`config.mk`:
```
export PLATFORM = sky130hd
export DESIGN_NAME = decode_pipe_reg_flat
export DESIGN_NICKNAME = d
export VERILOG_FILES = /design/src/rtl/decode_pipe_reg_if.sv /design/src/rtl/decode_pipe_reg.sv /design/src/flat_wrapper.sv
export SDC_FILE = /design/constraint.sdc
export NUM_CORES = 1
export LEC_CHECK = 0
export CAP_MARGIN = 5
export CORE_UTILIZATION = 61
export DETAILED_ROUTE_END_ITERATION = 8
export DONT_BUFFER_PORTS = 1
export GPL_TIMING_DRIVEN = 0
export HOLD_SLACK_MARGIN = 0.03
export PLACE_DENSITY = 0.84
export SLEW_MARGIN = 20
export SYNTH_ARGS = -nofsm -noshare
export SYNTH_HDL_FRONTEND = slang
export SYNTH_SLANG_ARGS = --single-unit
```
`constraint.sdc`:
```
create_clock -name clk -period 3.95 [get_ports clk]
set_input_delay 0.395 -clock clk [delete_from_list [all_inputs] [get_ports clk]]
set_output_delay 0.395 -clock clk [all_outputs]
set_load 0.02 [all_outputs]
```
`src/rtl/decode_pipe_reg_if.sv`:
```
// Fetch-to-decode handshake bundle: input side (fetch) and output side (decode).
interface decode_pipe_reg_if #(
  parameter int ILEN = 32,
  parameter int PCW  = 32
);
  logic            in_valid;
  logic            in_ready;
  logic [ILEN-1:0] in_inst;
  logic [PCW-1:0]  in_pc;
  logic            out_valid;
  logic            out_ready;
  logic [ILEN-1:0] out_inst;
  logic [PCW-1:0]  out_pc;

  modport master (
    output in_valid, in_inst, in_pc, out_ready,
    input  in_ready, out_valid, out_inst, out_pc
  );
  modport slave (
    input  in_valid, in_inst, in_pc, out_ready,
    output in_ready, out_valid, out_inst, out_pc
  );
endinterface

```
`src/rtl/decode_pipe_reg.sv`:
```
// IF/ID pipeline register: main + skid entry, valid/ready both sides,
// flush, pre-split RV32 fields and a saturating stall counter.
module decode_pipe_reg #(
  parameter int ILEN = 32,
  parameter int PCW  = 32,
  parameter int RAW  = 5,
  parameter int CNTW = 16
) (
  input  logic            clk,
  input  logic            rst,
  input  logic            flush,
  decode_pipe_reg_if.slave bus,
  output logic [RAW-1:0]  rs1,
  output logic [RAW-1:0]  rs2,
  output logic [RAW-1:0]  rd,
  output logic [6:0]      opcode,
  output logic [2:0]      funct3,
  output logic [6:0]      funct7,
  output logic [24:0]     imm_raw,
  output logic [CNTW-1:0] stall_cnt
);
  typedef enum logic [1:0] {EMPTY, ONE, TWO} state_t;
  typedef struct packed {
    logic [ILEN-1:0] inst;
    logic [PCW-1:0]  pc;
  } entry_t;

  state_t state, state_nxt;
  entry_t main_q, main_nxt, skid_q, skid_nxt, in_ent;
  logic   accept, retire;

  assign in_ent        = '{inst: bus.in_inst, pc: bus.in_pc};
  // in_ready depends only on the state register, never on out_ready
  assign bus.in_ready  = (state != TWO);
  assign bus.out_valid = (state != EMPTY);
  assign accept        = bus.in_valid & bus.in_ready;
  assign retire        = bus.out_valid & bus.out_ready;

  always_comb begin
    state_nxt = state;
    main_nxt  = main_q;
    skid_nxt  = skid_q;
    if (flush) begin
      state_nxt = EMPTY;
      main_nxt  = '0;
      skid_nxt  = '0;
    end else begin
      case (state)
        EMPTY: if (accept) begin
          main_nxt  = in_ent;
          state_nxt = ONE;
        end
        ONE: begin
          if (accept && retire) begin
            main_nxt = in_ent;
          end else if (accept) begin
            skid_nxt  = in_ent;
            state_nxt = TWO;
          end else if (retire) begin
            main_nxt  = '0;
            state_nxt = EMPTY;
          end
        end
        TWO: if (retire) begin
          main_nxt  = skid_q;
          skid_nxt  = '0;
          state_nxt = ONE;
        end
        default: begin
          state_nxt = EMPTY;
          main_nxt  = '0;
          skid_nxt  = '0;
        end
      endcase
    end
  end

  always_ff @(posedge clk) begin
    if (rst) begin
      state     <= EMPTY;
      main_q    <= '0;
      skid_q    <= '0;
      stall_cnt <= '0;
    end else begin
      state  <= state_nxt;
      main_q <= main_nxt;
      skid_q <= skid_nxt;
      if (bus.out_valid && !bus.out_ready && !(&stall_cnt))
        stall_cnt <= stall_cnt + 1'b1;
    end
  end

  assign bus.out_inst = main_q.inst;
  assign bus.out_pc   = main_q.pc;
  assign opcode       = main_q.inst[6:0];
  assign rd           = main_q.inst[11:7];
  assign funct3       = main_q.inst[14:12];
  assign rs1          = main_q.inst[19:15];
  assign rs2          = main_q.inst[24:20];
  assign funct7       = main_q.inst[31:25];
  assign imm_raw      = main_q.inst[31:7];
endmodule
```
`src/flat_wrapper.sv`:
```
// flat-port wrapper written by rule: the top's interface ports become plain ports
module decode_pipe_reg_flat 
#(
  parameter int ILEN = 32,
  parameter int PCW  = 32,
  parameter int RAW  = 5,
  parameter int CNTW = 16
)
  (clk, rst, flush, rs1, rs2, rd, opcode, funct3, funct7, imm_raw, stall_cnt, bus_in_valid, bus_in_inst, bus_in_pc, bus_out_ready, bus_in_ready, bus_out_valid, bus_out_inst, bus_out_pc);
  decode_pipe_reg_if #(.ILEN(ILEN), .PCW(PCW)) bus_i ();
  input  logic clk;
  input  logic rst;
  input  logic flush;
  output logic [RAW-1:0] rs1;
  output logic [RAW-1:0] rs2;
  output logic [RAW-1:0] rd;
  output logic [6:0] opcode;
  output logic [2:0] funct3;
  output logic [6:0] funct7;
  output logic [24:0] imm_raw;
  output logic [CNTW-1:0] stall_cnt;
  input wire logic [$bits(bus_i.in_valid)-1:0] bus_in_valid;
  input wire logic [$bits(bus_i.in_inst)-1:0] bus_in_inst;
  input wire logic [$bits(bus_i.in_pc)-1:0] bus_in_pc;
  input wire logic [$bits(bus_i.out_ready)-1:0] bus_out_ready;
  output wire logic [$bits(bus_i.in_ready)-1:0] bus_in_ready;
  output wire logic [$bits(bus_i.out_valid)-1:0] bus_out_valid;
  output wire logic [$bits(bus_i.out_inst)-1:0] bus_out_inst;
  output wire logic [$bits(bus_i.out_pc)-1:0] bus_out_pc;
  assign bus_i.in_valid = bus_in_valid;
  assign bus_i.in_inst = bus_in_inst;
  assign bus_i.in_pc = bus_in_pc;
  assign bus_i.out_ready = bus_out_ready;
  assign bus_in_ready = bus_i.in_ready;
  assign bus_out_valid = bus_i.out_valid;
  assign bus_out_inst = bus_i.out_inst;
  assign bus_out_pc = bus_i.out_pc;
  decode_pipe_reg #(.ILEN(ILEN), .PCW(PCW), .RAW(RAW), .CNTW(CNTW)) u_core (.clk(clk), .rst(rst), .flush(flush), .bus(bus_i), .rs1(rs1), .rs2(rs2), .rd(rd), .opcode(opcode), .funct3(funct3), .funct7(funct7), .imm_raw(imm_raw), .stall_cnt(stall_cnt));
endmodule
```
==> impl_metrics.py <==
metrics = {
    "timing": {
        "worstMarginPinSlew_ps": 837.8,
        "skew_ps": 6.896,
        "hold_violations": 0,
        "rsz0062_at_grt": "false",
        "finalCriticalPeriod_ps": 2508,
        "setup_viol_count_final": 0,
        "maxSlewHeadroom_pct": 43.41,
        "drv_slew": 0,
        "clock.fmax_ghz": 0.3987,
        "setup_tns_ps": 0,
        "period_share_pct": 63.50,
        "whs_ps": 123.7,
        "fin_ws_ps": 1442,
    },
    "worst_setup_path": {
        "critPathLaunch": "u_core.stall_cnt[1]",
        "critical_path_depth": 6,
        "critical_path_class": "reg2reg",
        "critPathTopFamily": "compound AO/OA/AOI/OAI gates",
        "crit_path_max_fanout": 10,
        "timing.rr.start": "u_core.stall_cnt[1]",
        "cp.arrival_ps": 2810,
        "rr_endpoint": "u_core.stall_cnt[1]",
        "crit_chain": "ha_1 > nand3_1 > o41ai_1 > buf_2 > mux2i_1 > nor2_1",
        "crit_path_end_kind": "register",
        "startpoint_type": "register",
        "path_buf_inv": 1,
        "setup.worst_path.end": "u_core.stall_cnt[1]",
        "slowest_delay_ps": 750,
        "rrSetupSlack_ps": 1440,
        "rr_worst_depth": 6,
        "cp.required_ps": 4250,
        "crit_path_top_delay_cell": "o41ai_1",
    },
    "synthesis": {
        "synth_cell_types": 39,
        "yosys.area.top_type": "dfxtp_1",
        "synth_nets": 872,
        "avgSynthCellArea_sq_um": 8.618,
        "synth_cells": 802,
        "yosys_warnings": 0,
        "yosys.cell_count.top_type": "dfxtp_1",
        "syn-cell-area_sq_mm": 0.006912,
        "synth_edf_count": 0,
        "yosys-top-cells-count": "146 x dfxtp_1, 103 x and2_1, 96 x nor2_1, 67 x mux2i_1, 57 x buf_4",
        "ys_dominant_reg_cell": "dfxtp_1",
        "synthTopCellsByArea": "dfxtp_1 42%, mux2i_1 9.7%, and2_1 9.3%",
        "synthArstFlopShare_pct": 0,
        "yosys.area.top_type_share_pct": 42.29,
        "ys_seq_area_share_pct": 42.29,
        "synth_seq_cells": 146,
    },
    "power_and_ir_drop": {
        "p_leak_uw": 0.002824,
        "finalPower_uw": 3447,
        "power.density_mw_per_mm2": 448.5,
        "peakVddDrop_uv": 344.4,
    },
    "global_routing": {
        "grtUsageTotal_pct": 30.84,
        "grt_max_degree": 17,
        "globalRouteOverflowTotal": 0,
        "grt_first_pass_wirelength_um": 27970,
        "antenna_found_initial": 0,
        "grt_pass1_vias": 5729,
    },
    "cells_and_area": {
        "area_delta_synth_final_pct": 11.21,
        "fin_nets": 891,
        "antenna_cells": 0,
        "layout-drive-gt1-share_pct": 12.47,
    },
    "worst_hold_path": {
        "hold_start": "bus_in_pc[7]",
        "holdCritPathClass": "in2reg",
    },
    "floorplan": {
        "core_sq_mm": 0.01094,
        "die-area_sq_mm": 0.01176,
        "die_w_um": 108.4,
        "rows": 38,
        "num_io_pins": 208,
        "start_util_pct": 63.20,
        "dieHeight_um": 108.4,
    },
    "clock_tree": {
        "ctsResizeCount": 0,
        "htreeDepth": 4,
        "clk_root_buffer_cell": "clkbuf_16",
        "clock-sinks": 146,
        "cts_buffer_depth": 2,
        "postCtsSetupRepairBufs": 0,
        "cts-buffers-inserted": 17,
        "clkLatencyLatePin_ps": 420,
        "cts_tree": "yes",
        "clk_pin_slew_ps": 60,
        "holdBufCountCts": 0,
    },
    "place": {
        "place_hpwl_um": 12910,
        "place.gp.congestion": 0.8492,
        "post-place-ws_ps": 1556,
        "io_buffers": 0,
    },
    "route": {
        "wl_per_cell_um": 18.59,
        "ant_nets": 0,
        "finalWirelength_um": 18110,
        "drt_iter0_drc": 564,
        "dr.pass1.iters": 8,
        "routed_via_density": 6.001,
        "num_vias": 5845,
        "route.detailed.drc": 0,
    },
    "run": {
        "maxCapViolations": 0,
    },
    "status": {
        "status": "complete, no violations",
    },
}
==> worst min-delay path by stage <==
stage	endpoint	slack, ps	cells after the start
2_1_floorplan	u_core.skid_q[10]	450	2
3_3_place_gp	u_core.skid_q[52]	460	2
3_5_place_dp	u_core.skid_q[18]	470	2
4_1_cts	u_core.bus.out_pc[0]	120	2
5_1_grt	u_core.bus.out_inst[27]	120	2
6_report	u_core.bus.out_pc[7]	120	2
==> cells in the final DEF, fill, tap and decap left out, types with 3 or more instances in the layout <==
cell	Yosys	layout
or4_1	5	5
mux2i_1	67	67
buf_4	57	57
and2_1	103	103
buf_2	10	10
clkbuf_8	0	5
clkbuf_1	52	52
nand2_1	47	47
nand3_1	6	6
o21ai_0	45	45
or3_1	8	8
nor3b_1	40	40
clkbuf_16	0	17
nor2_1	96	96
inv_1	4	4
o31ai_1	7	7
a222oi_1	25	25
a21oi_1	54	54
dfxtp_1	146	146
clkinv_2	0	6
nand4_1	3	3
==> report_power, final <==
group / total, uW / internal (uW) / switching [uW]
combinational: 286 / 107 / 178
sequential: 1550 / 1500 / 53.0
clock: 1610 / 1010 / 604
==> logic make-up (layout without fill, tap and decap cells) <==
kind of cell / after synthesis / count (layout) / synth area share [%]
simple gates: 322 / 322 / 24.91
fa+ha+maj: 1 / 1 / 0.1810
compound gates: 142 / 142 / 12.84
flops: 146 / 146 / 42.29
mux: 67 / 67 / 9.703
xor+xnor: 1 / 1 / 0.1267
buf+inv: 123 / 155 / 9.957
==> cell type report <==
type | instances | area [sq um]
clock inverter | 10 | 105.1
inverter | 4 | 15.01
clock buffer | 22 | 494.2
sequential | 146 | 2923
fill | 872 | 3249
tap | 140 | 175.2
buffer | 119 | 673.1
multi-input combinational | 533 | 3301
==> per-layer routing <==
metal,global-route usage (%),part of all wire (%),up-vias
met5,0,0,-
li1,-,-,2747
met3,10.73,8.6,38
met1,34.85,39,2804
met2,52.49,50,256
met4,13.22,2.6,0
==> sequential cells by signal (all words and copies together) (netlist names) <==
name / flops
u_core.skid_q: 64
u_core.bus.out_pc: 32
u_core.bus.out_inst: 32
u_core.state: 2
u_core.stall_cnt: 16
==> through the flow <==
step / util [%] / instances / area, sq um
6_report: 70.29 / 974 / 7686
5_1_grt: 70.29 / 974 / 7686
4_1_cts: 70.29 / 974 / 7686
3_5_place_dp: 64.81 / 942 / 7087
3_3_place_gp: 64.81 / 942 / 7087
2_1_floorplan: - / 802 / 6912
No activity file was read; power rests on OpenSTA's default activity.
